### src/rtl/sdu_pkg.sv
// Shared constants and types for the serial debug unit UART.
// The transmitter imports the same baud default and divisor math.
package sdu_pkg;

  localparam int SDU_CLK_FREQ = 100_000_000;
  localparam int SDU_BAUD     = 115_200;

  typedef enum logic [2:0] {
    IDLE,
    START,
    DATA,
    STOP,
    WAIT_IDLE
  } rx_state_e;

  // Clock cycles per bit, rounded to nearest.
  function automatic int uart_div(input int clk_freq, input int baud);
    return (clk_freq + baud / 2) / baud;
  endfunction

  localparam int UART_DIV  = uart_div(SDU_CLK_FREQ, SDU_BAUD);
  localparam int UART_HALF = UART_DIV / 2;

endpackage

### src/rtl/sdu_byte_fifo.sv
// Small synchronous FIFO with a registered head entry and registered empty flag.
// A push into a full FIFO is dropped and flagged unless a pop frees the slot that cycle.
module sdu_byte_fifo #(
  parameter int WIDTH = 8,
  parameter int DEPTH = 4
) (
  input  logic             clk,
  input  logic             rstn,
  input  logic             push,
  input  logic [WIDTH-1:0] din,
  input  logic             pop,
  output logic [WIDTH-1:0] dout,
  output logic             empty,
  output logic             overflow
);

  localparam int AW = (DEPTH > 1) ? $clog2(DEPTH) : 1;

  logic [WIDTH-1:0] mem_q [DEPTH];
  logic [WIDTH-1:0] mem_d [DEPTH];
  logic [AW:0]      wptr_q, wptr_d, rptr_q, rptr_d;
  logic [WIDTH-1:0] head_q, head_d;
  logic             empty_q, empty_d;
  logic             ovf_q, ovf_d;
  logic             full_c, pop_ok, push_ok;

  assign full_c  = (wptr_q[AW] != rptr_q[AW]) && (wptr_q[AW-1:0] == rptr_q[AW-1:0]);
  assign pop_ok  = pop && !empty_q;
  assign push_ok = push && (!full_c || pop_ok);

  always_comb begin
    mem_d  = mem_q;
    wptr_d = wptr_q;
    rptr_d = rptr_q;
    if (push_ok) begin
      mem_d[wptr_q[AW-1:0]] = din;
      wptr_d = wptr_q + 1'b1;
    end
    if (pop_ok) rptr_d = rptr_q + 1'b1;
    empty_d = (wptr_d == rptr_d);
    // Reading the post-write image forwards a byte pushed into an empty FIFO.
    head_d = head_q;
    if (!empty_d) head_d = mem_d[rptr_d[AW-1:0]];
    ovf_d = push && !push_ok;
  end

  always_ff @(posedge clk or negedge rstn) begin
    if (!rstn) begin
      mem_q   <= '{default: '0};
      wptr_q  <= '0;
      rptr_q  <= '0;
      head_q  <= '0;
      empty_q <= 1'b1;
      ovf_q   <= 1'b0;
    end else begin
      mem_q   <= mem_d;
      wptr_q  <= wptr_d;
      rptr_q  <= rptr_d;
      head_q  <= head_d;
      empty_q <= empty_d;
      ovf_q   <= ovf_d;
    end
  end

  assign dout     = head_q;
  assign empty    = empty_q;
  assign overflow = ovf_q;

endmodule

### src/rtl/sdu_uart_rx.sv
// UART 8N1 receive front end: synchronise, oversample, deframe LSB-first,
// and buffer bytes for the debug command parser.
module sdu_uart_rx
  import sdu_pkg::*;
#(
  parameter int CLK_FREQ   = SDU_CLK_FREQ,
  parameter int BAUD       = SDU_BAUD,
  parameter int FIFO_DEPTH = 4
) (
  input  logic       clk,
  input  logic       rstn,
  input  logic       rxd,
  output logic [7:0] dout,
  output logic       dout_vld,
  input  logic       dout_rdy,
  output logic       frame_err,
  output logic       overflow
);

  localparam int DIV  = uart_div(CLK_FREQ, BAUD);
  localparam int HALF = DIV / 2;
  localparam int CW   = (DIV > 2) ? $clog2(DIV) : 1;
  localparam logic [CW-1:0] DIV_M1  = CW'(DIV - 1);
  localparam logic [CW-1:0] HALF_M1 = CW'(HALF - 1);

  logic            rx_meta_q, rx_s_q;
  logic            rx_s;
  rx_state_e       state_q, state_d;
  logic [CW-1:0]   cnt_q, cnt_d;
  logic [2:0]      bit_cnt_q, bit_cnt_d;
  logic [7:0]      shift_q, shift_d;
  logic            push_q, push_d;
  logic            frame_err_q, frame_err_d;
  logic            fifo_empty;

  // Synchroniser resets to the idle level so reset never fakes a start edge.
  always_ff @(posedge clk or negedge rstn) begin
    if (!rstn) begin
      rx_meta_q <= 1'b1;
      rx_s_q    <= 1'b1;
    end else begin
      rx_meta_q <= rxd;
      rx_s_q    <= rx_meta_q;
    end
  end

  assign rx_s = rx_s_q;

  always_comb begin
    state_d     = state_q;
    cnt_d       = cnt_q + 1'b1;
    bit_cnt_d   = bit_cnt_q;
    shift_d     = shift_q;
    push_d      = 1'b0;
    frame_err_d = 1'b0;
    unique case (state_q)
      IDLE: begin
        cnt_d = '0;
        if (!rx_s) state_d = START;
      end
      START: begin
        // Re-check mid start bit to reject glitches.
        if (cnt_q == HALF_M1) begin
          cnt_d     = '0;
          bit_cnt_d = '0;
          state_d   = rx_s ? IDLE : DATA;
        end
      end
      DATA: begin
        if (cnt_q == DIV_M1) begin
          cnt_d              = '0;
          shift_d[bit_cnt_q] = rx_s;
          bit_cnt_d          = bit_cnt_q + 3'd1;
          if (bit_cnt_q == 3'd7) state_d = STOP;
        end
      end
      STOP: begin
        if (cnt_q == DIV_M1) begin
          cnt_d = '0;
          if (rx_s) begin
            push_d  = 1'b1;
            state_d = IDLE;
          end else begin
            frame_err_d = 1'b1;
            state_d     = WAIT_IDLE;
          end
        end
      end
      WAIT_IDLE: begin
        // A held break reports once, then waits for the line to recover.
        cnt_d = '0;
        if (rx_s) state_d = IDLE;
      end
      default: begin
        cnt_d   = '0;
        state_d = IDLE;
      end
    endcase
  end

  always_ff @(posedge clk or negedge rstn) begin
    if (!rstn) begin
      state_q     <= IDLE;
      cnt_q       <= '0;
      bit_cnt_q   <= '0;
      shift_q     <= '0;
      push_q      <= 1'b0;
      frame_err_q <= 1'b0;
    end else begin
      state_q     <= state_d;
      cnt_q       <= cnt_d;
      bit_cnt_q   <= bit_cnt_d;
      shift_q     <= shift_d;
      push_q      <= push_d;
      frame_err_q <= frame_err_d;
    end
  end

  sdu_byte_fifo #(
    .WIDTH(8),
    .DEPTH(FIFO_DEPTH)
  ) u_fifo (
    .clk     (clk),
    .rstn    (rstn),
    .push    (push_q),
    .din     (shift_q),
    .pop     (dout_rdy),
    .dout    (dout),
    .empty   (fifo_empty),
    .overflow(overflow)
  );

  assign dout_vld  = !fifo_empty;
  assign frame_err = frame_err_q;

endmodule

### config.mk
export PLATFORM = sky130hd
export DESIGN_NAME = sdu_uart_rx
export DESIGN_NICKNAME = d
export VERILOG_FILES = /design/src/rtl/sdu_pkg.sv /design/src/rtl/sdu_byte_fifo.sv /design/src/rtl/sdu_uart_rx.sv
export SDC_FILE = /design/constraint.sdc
export NUM_CORES = 1
export LEC_CHECK = 0
export CORE_MARGIN = 1
export CORE_UTILIZATION = 45
export CTS_BUF_LIST = sky130_fd_sc_hd__clkbuf_4
export DETAILED_ROUTE_END_ITERATION = 7
export HOLD_SLACK_MARGIN = 0.05
export SETUP_SLACK_MARGIN = 0.3
export SYNTH_ARGS = -nofsm -noshare
export SYNTH_HDL_FRONTEND = slang
export SYNTH_HIERARCHICAL = 1
export SYNTH_SLANG_ARGS = --single-unit
### constraint.sdc
create_clock -name clk -period 7.2 [get_ports clk]
set_input_delay 2.16 -clock clk [delete_from_list [all_inputs] [get_ports clk]]
set_output_delay 2.16 -clock clk [all_outputs]
set_load 0.02 [all_outputs]
==> results.py, run 1 <==
metrics = {
    "run_status": {
        "status": "complete, no violations",
    },
    "timing": {
        "final-hold-violation-count": 0,
        "fin_skew_ns": 0.01176,
        "tightest_slew_ns": 0.9685,
        "fmax_mhz": 220.4,
        "fin_ws_ns": 2.663,
        "rsz0062_at_grt": "false",
        "period_share_pct": 63.02,
        "setup_tns_ns": 0,
        "timing.hold.ws_ns": 0.3641,
        "finalCriticalPeriod_ns": 4.537,
        "slew_headroom_pct": 35.43,
        "finalMaxSlewViolations": 0,
        "setup_violations": 0,
    },
    "route": {
        "drc": 0,
        "routedWlPerCell_um": 15.38,
        "drtIter0Drc": 88,
        "drtPass1Iterations": 4,
        "vias": 2570,
        "routed_wl_mm": 7.104,
        "vias_per_cell": 5.563,
        "drtAntennaViolNets": 0,
    },
    "job": {
        "maxCapViolCount": 0,
    },
    "power_and_ir_drop": {
        "vdd_ir_drop_max_v": 0.00009664,
        "p_leak_nw": 2.024,
        "p_per_area_mw_per_mm2": 281.9,
    },
    "synthesis": {
        "synthCells": 335,
        "yosys_warnings": 6,
        "ys_seq_elements": 76,
        "synth.cell_area_mm2": 0.003810,
        "synthFlopType": "dfrtp_1",
        "synth_edf_count": 0,
        "syn-num-nets": 348,
        "synth-async-reset-ratio_pct": 100.0,
        "ys_types": 49,
        "synth_seq_area_share_pct": 50.02,
        "avgSynthCellArea_um2": 11.37,
    },
    "final_layout": {
        "fill_cells": 769,
        "layout.nets": 365,
        "register_area_mm2": 0.001906,
        "fin_cells": 462,
        "n_antenna_cell": 0,
        "syn_to_final_growth_pct": 9.064,
        "drive_above_1_share_pct": 20.45,
        "multi_input_area_mm2": 0.001829,
    },
    "critical_path": {
        "end_kind": "register",
        "cp_top_family": "multiplexers",
        "critPathRequiredTime_ns": 7.50,
        "path_max_fanout": 10,
        "crit_type": "input port to register",
        "ff2ff_path_depth": 6,
        "crit_slowest_cell": "mux2i_1",
        "path_cells": "clkdlybuf4s50_1 -> nor2b_1 -> mux2i_1 -> xnor2_1 -> nor3_4 -> mux2_2",
        "timing.rr.start": "u_fifo/wptr_q[1]$_DFF_PN0_",
        "critPathBufInv": 1,
        "critPathCapture": "u_fifo/dout[4]$_DFFE_PN0P_",
        "timing.rr.end": "u_fifo/dout[4]$_DFFE_PN0P_",
        "cp_data_arrival_time_ns": 4.83,
        "crit_start": "dout_rdy",
        "r2r_setup_slack_ns": 4.47,
        "cp-start-kind": "input port",
        "cp.depth": 6,
        "slowest_delay_ns": 0.77,
    },
    "clocking": {
        "clock_sinks": 76,
        "tritoncts": "built",
        "cts_resized": 0,
        "cts_hold_buf": 0,
        "cts_setup_buffers": 0,
        "clock_latency_ns": 0.41,
        "cts_htree_levels": 3,
        "clk_pin_slew_ns": 0.11,
        "cts_root_buf": "clkbuf_4",
        "clockBufferDepth": 2,
        "cts_buffers": 9,
    },
    "die": {
        "start_util_pct": 46.37,
        "pin_count": 15,
        "core_area_mm2": 0.008217,
        "die_x_um": 94.02,
        "rows": 33,
        "die_h_um": 94.02,
        "die_area_mm2": 0.008839,
    },
    "min_path": {
        "hp-class": "register to register",
        "whs_path_depth": 0,
    },
    "placed_design": {
        "place_ws_ns": 2.175,
        "dp_hpwl_mm": 4.813,
        "place_inst": 446,
        "io_buffers": 14,
        "place_congestion": 0.7927,
    },
    "global_routing": {
        "grt_use_total_pct": 17.61,
        "grt_start_max_net_pins": 77,
        "grt_first_pass_wirelength_mm": 11.98,
        "overflow": 0,
        "grt_pass1_vias": 2416,
        "antenna_found_initial": 0,
    },
}
## layout by cell type, fill, tap and decap left out, types with 10 or more instances in the layout
cell / instances
a22o_1: 10
a22oi_1: 16
a21oi_1: 16
clkbuf_4: 10
dfrtp_1: 73
nand2_1: 12
xnor2_1: 10
clkdlybuf4s50_1: 13
nor2_1: 55
mux2_2: 44
## worst reg2reg max path: cells and delay by family, from the launching register on
| family | cells | cell delay (ns) |
|---|---|---|
| muxes | 1 | 0.38 |
| AOI/OAI and AO/OA | 1 | 0.53 |
| and+or+nand+nor | 2 | 0.65 |
| DFF | 1 | 0.46 |
| xor gates and xnor gates | 2 | 0.61 |
## worst min path at each step
stage,from,end
final,rx_meta_q$_DFF_PN1_,rx_s$_DFF_PN1_
after floorplan,rx_meta_q$_DFF_PN1_,rx_s$_DFF_PN1_
after CTS,rx_meta_q$_DFF_PN1_,rx_s$_DFF_PN1_
after global routing,rx_meta_q$_DFF_PN1_,rx_s$_DFF_PN1_
after global placement,rx_meta_q$_DFF_PN1_,rx_s$_DFF_PN1_
after detailed placement,rx_meta_q$_DFF_PN1_,rx_s$_DFF_PN1_
## cells by family after synthesis
| logic type | after synthesis | synth area share (%) |
|---|---|---|
| AND/OR/NAND/NOR | 108 | 15.07 |
| flip-flops | 76 | 50.02 |
| AO/OA/AOI/OAI | 53 | 9.852 |
| multiplexers | 53 | 15.63 |
| XOR/XNOR | 18 | 4.499 |
| buffers and inverters | 18 | 1.970 |
| adder cells (fa/ha/maj) | 9 | 2.956 |
## synth_stat cells (all sizes together) (3+ instances only)
library cell,instances,area (um2)
dfrtp,73,1827
xnor2,10,87.58
clkbuf,8,30.03
o21ai,3,15.01
nand4,4,25.02
a22o,10,87.58
nand2,13,56.30
dfstp,3,78.83
nand3b,3,22.52
mux2,52,585.6
a21oi,16,80.08
nand4b,3,26.28
nor3,7,51.30
inv,7,26.27
ha,9,112.6
nor2,55,206.5
nor2b,4,25.02
a22oi,16,120.1
nand3,4,20.02
xor2,7,61.31
## metrics by stage
step	utilization [%]	instance area [um2]	total power [mW]
floorplan	-	3810	0.8389
global placement	49.28	4049	0.9650
detailed placement	49.28	4049	0.9716
CTS	50.57	4155	1.189
global route	50.57	4155	1.264
finish	50.57	4155	1.171
## flip-flops by register name (all words and copies together), names as in the netlist
signal	count
bit_cnt_q	3
cnt_q	10
frame_err	1
push_q	1
rx_meta_q	1
rx_s	1
shift_q	8
state_q	3
u_fifo/dout	8
u_fifo/empty	1
u_fifo/mem_q	32
u_fifo/overflow	1
u_fifo/rptr_q	3
u_fifo/wptr_q	3
## power by group
group	internal [mW]	switching [mW]	leakage, nW	total, mW
combinational	0.214	0.263	0.944	0.477
clock	0.0715	0.142	0.0634	0.213
sequential	0.460	0.0209	1.02	0.481
## routing by layer
layer | track usage [%] | vias to the layer above | share of wire (%)
met4 | 6.282 | 0 | 1.5
li1 | - | 1236 | -
met2 | 28.89 | 41 | 47
met5 | 0 | - | 0
met1 | 23.44 | 1284 | 48
met3 | 2.913 | 9 | 2.9
## layout make-up
cell class	count	area share, %
Sequential cell	76	45.86
Multi-Input combinational cell	241	44.02
Timing Repair Buffer	16	3.674
Tap cell	105	3.162
Clock buffer	10	1.807
Clock inverter	6	0.7528
Inverter	8	0.7227
No activity file was read; power rests on OpenSTA's default activity.
==> inputs of run 2 (changes only) <==
==> constraint.sdc (replaced) <==
create_clock -name clk -period 4.21 [get_ports clk]
set_input_delay 1.263 -clock clk [delete_from_list [all_inputs] [get_ports clk]]
set_output_delay 1.263 -clock clk [all_outputs]
set_load 0.02 [all_outputs]
==> run 2 against run 1 <==
  * Wire length up 1.6%
  * Cell area up 2.6%
  * Final cell count up 1.7%
  * Critical path type unchanged
  * Power up 83%
  * Count of clock-buffer cells in the layout unchanged
  * Clock skew up 0.0065 ns
  * Non-clock buffer count up 8
  * Setup slack worse by 1.8 ns
  * Die area unchanged
  * Sequential share of layout area down 1.2 points
==> results.py, run 2 (synthesis results as in run 1) <==
metrics = {
    "final_layout": {
        "final_area_mm2": 0.004263,
        "reg_top3": "u_fifo/mem_q x32, cnt_q x10",
        "layout.nets": 373,
        "fill_cells": 756,
        "largest_reg_flops": 32,
        "fin_cells": 470,
        "final_common_cell": "dfrtp_1",
        "regMostFlops": "u_fifo/mem_q",
        "syn_to_final_growth_pct": 11.89,
        "n_antenna_cell": 0,
        "drive_above_1_share_pct": 22.19,
        "final_cell_mix": "73 x dfrtp_1, 55 x nor2_1, 44 x mux2_2",
        "multi_input_area_mm2": 0.001829,
        "register_area_mm2": 0.001906,
    },
    "critical_path": {
        "cp_top_family": "multiplexers",
        "cp_data_arrival_time_ns": 3.61,
        "critPathBufInv": 1,
        "slowest_delay_ns": 0.47,
        "path_max_fanout": 9,
        "timing.critical_path.mode_cell": "mux2_2",
        "critPathRequiredTime_ns": 4.51,
        "path_cells": "clkdlybuf4s50_1 -> nor2b_1 -> o41a_1 -> mux2_2 -> xnor2_1 -> nor3_4 -> mux2_2",
        "cp-start-kind": "input port",
        "end_kind": "register",
        "crit_slowest_cell": "o41a_1",
        "crit_type": "input port to register",
    },
    "clocking": {
        "cts_htree_levels": 3,
        "clockBufferDepth": 2,
        "cts_resized": 0,
        "cts_buffers": 9,
        "cts_setup_buffers": 0,
        "cts_root_buf": "clkbuf_4",
        "tritoncts": "built",
        "clock_sinks": 76,
        "clk_pin_slew_ns": 0.12,
        "cts_hold_buf": 0,
        "clock_latency_ns": 0.41,
    },
    "timing": {
        "final-hold-violation-count": 0,
        "rsz0062_at_grt": "false",
        "period_share_pct": 78.75,
        "fmax_mhz": 301.6,
        "tightest_slew_ns": 0.9614,
        "finalCriticalPeriod_ns": 3.315,
        "timing.hold.ws_ns": 0.3622,
        "setup_violations": 0,
        "setup_tns_ns": 0,
        "slew_headroom_pct": 35.90,
        "finalMaxSlewViolations": 0,
        "fin_skew_ns": 0.01822,
    },
    "route": {
        "vias": 2591,
        "routed_wl_mm": 7.221,
        "drtPass1Iterations": 4,
        "drc": 0,
        "vias_per_cell": 5.513,
        "drtAntennaViolNets": 0,
        "drtIter0Drc": 113,
        "routedWlPerCell_um": 15.36,
    },
    "placed_design": {
        "place_congestion": 0.8009,
        "place_inst": 454,
        "io_buffers": 14,
        "dp_hpwl_mm": 4.814,
        "post_dp_cell_area_mm2": 0.004109,
    },
    "global_routing": {
        "grt_pass1_vias": 2542,
        "grt_use_total_pct": 18.53,
        "grt_start_max_net_pins": 77,
        "overflow": 0,
        "antenna_found_initial": 0,
        "grt_first_pass_wirelength_mm": 12.52,
    },
    "power_and_ir_drop": {
        "power.share.clock_pct": 22.7,
        "p_switching_mw": 0.7421,
        "vdd_ir_drop_max_v": 0.0002137,
        "combPwrFrac_pct": 39.0,
        "p_leak_nw": 2.082,
        "p_sw_share_pct": 34.53,
        "internal_power_mw": 1.407,
        "pwr-share-seq_pct": 38.3,
        "p_per_area_mw_per_mm2": 504.2,
    },
    "die": {
        "die_area_mm2": 0.008839,
        "rows": 33,
        "start_util_pct": 46.37,
        "die_h_um": 94.02,
        "pin_count": 15,
        "core_area_mm2": 0.008217,
        "die_x_um": 94.02,
    },
    "job": {
        "maxCapViolCount": 0,
    },
    "min_path": {
        "hp-class": "register to register",
    },
    "run_status": {
        "status": "complete, no violations",
    },
}
## run 2: cell count changes in the layout (fill, tap and decap cells not counted), sizes merged
cell,previous run,this run
buf,3,11
bufinv,0,2
clkinv,6,5
clkinvlp,1,0
## run 2: cell type report
cell class                      count  share of cell area (%)
Clock buffer                       10                   1.761
Clock inverter                      6                   1.849
Inverter                            8                  0.7044
Timing Repair Buffer               24                   4.990
Multi-Input combinational cell    241                   42.91
Tap cell                          105                   3.082
Sequential cell                    76                   44.70
## run 2: stage by stage
stage | setup slack, ns | utilization, % | power (mW)
global placement | 0.5130 | 50.01 | 1.663
global route | 0.7456 | 51.88 | 2.312
detailed placement | 0.4421 | 50.01 | 1.679
CTS | 0.8986 | 51.88 | 2.175
floorplan | 0.8848 | - | 1.435
finish | 0.8946 | 51.88 | 2.149
## run 2: final timing paths
| check | start | endpoint | slack [ns] | depth (start not counted) |
|---|---|---|---|---|
| hold / removal | rx_meta_q$_DFF_PN1_ | rx_s$_DFF_PN1_ | 0.36 | 0 |
| max in group asynchronous | rstn | shift_q[6]$_DFFE_PN0P_ | 2.58 | 1 |
| setup reg to reg | u_fifo/wptr_q[1]$_DFF_PN0_ | u_fifo/dout[1]$_DFFE_PN0P_ | 1.60 | 6 |
| hold reg to reg | rx_meta_q$_DFF_PN1_ | rx_s$_DFF_PN1_ | 0.36 | 0 |
| min in group asynchronous | rstn | u_fifo/overflow$_DFF_PN0_ | 0.97 | 1 |
| setup / recovery | dout_rdy | u_fifo/dout[1]$_DFFE_PN0P_ | 0.89 | 7 |
## run 2: power by group through the flow
stage	Combinational, mW	Clock, mW	Sequential, mW
after global routing	0.938	0.542	0.832
after floorplan	0.569	0	0.866
final	0.839	0.488	0.823
after detailed placement	0.840	0	0.839
after global placement	0.826	0	0.837
after CTS	0.845	0.506	0.824
## run 2: layer usage
metal  wire (um)  track usage [%]  up-vias  share of wire (%)
met5           0                0        -                  0
met4          99            6.923        0                1.4
met3         241            3.236       10                3.3
met2        3392            30.66       42                 47
met1        3487            24.21     1286                 48
li1            -                -     1253                  -
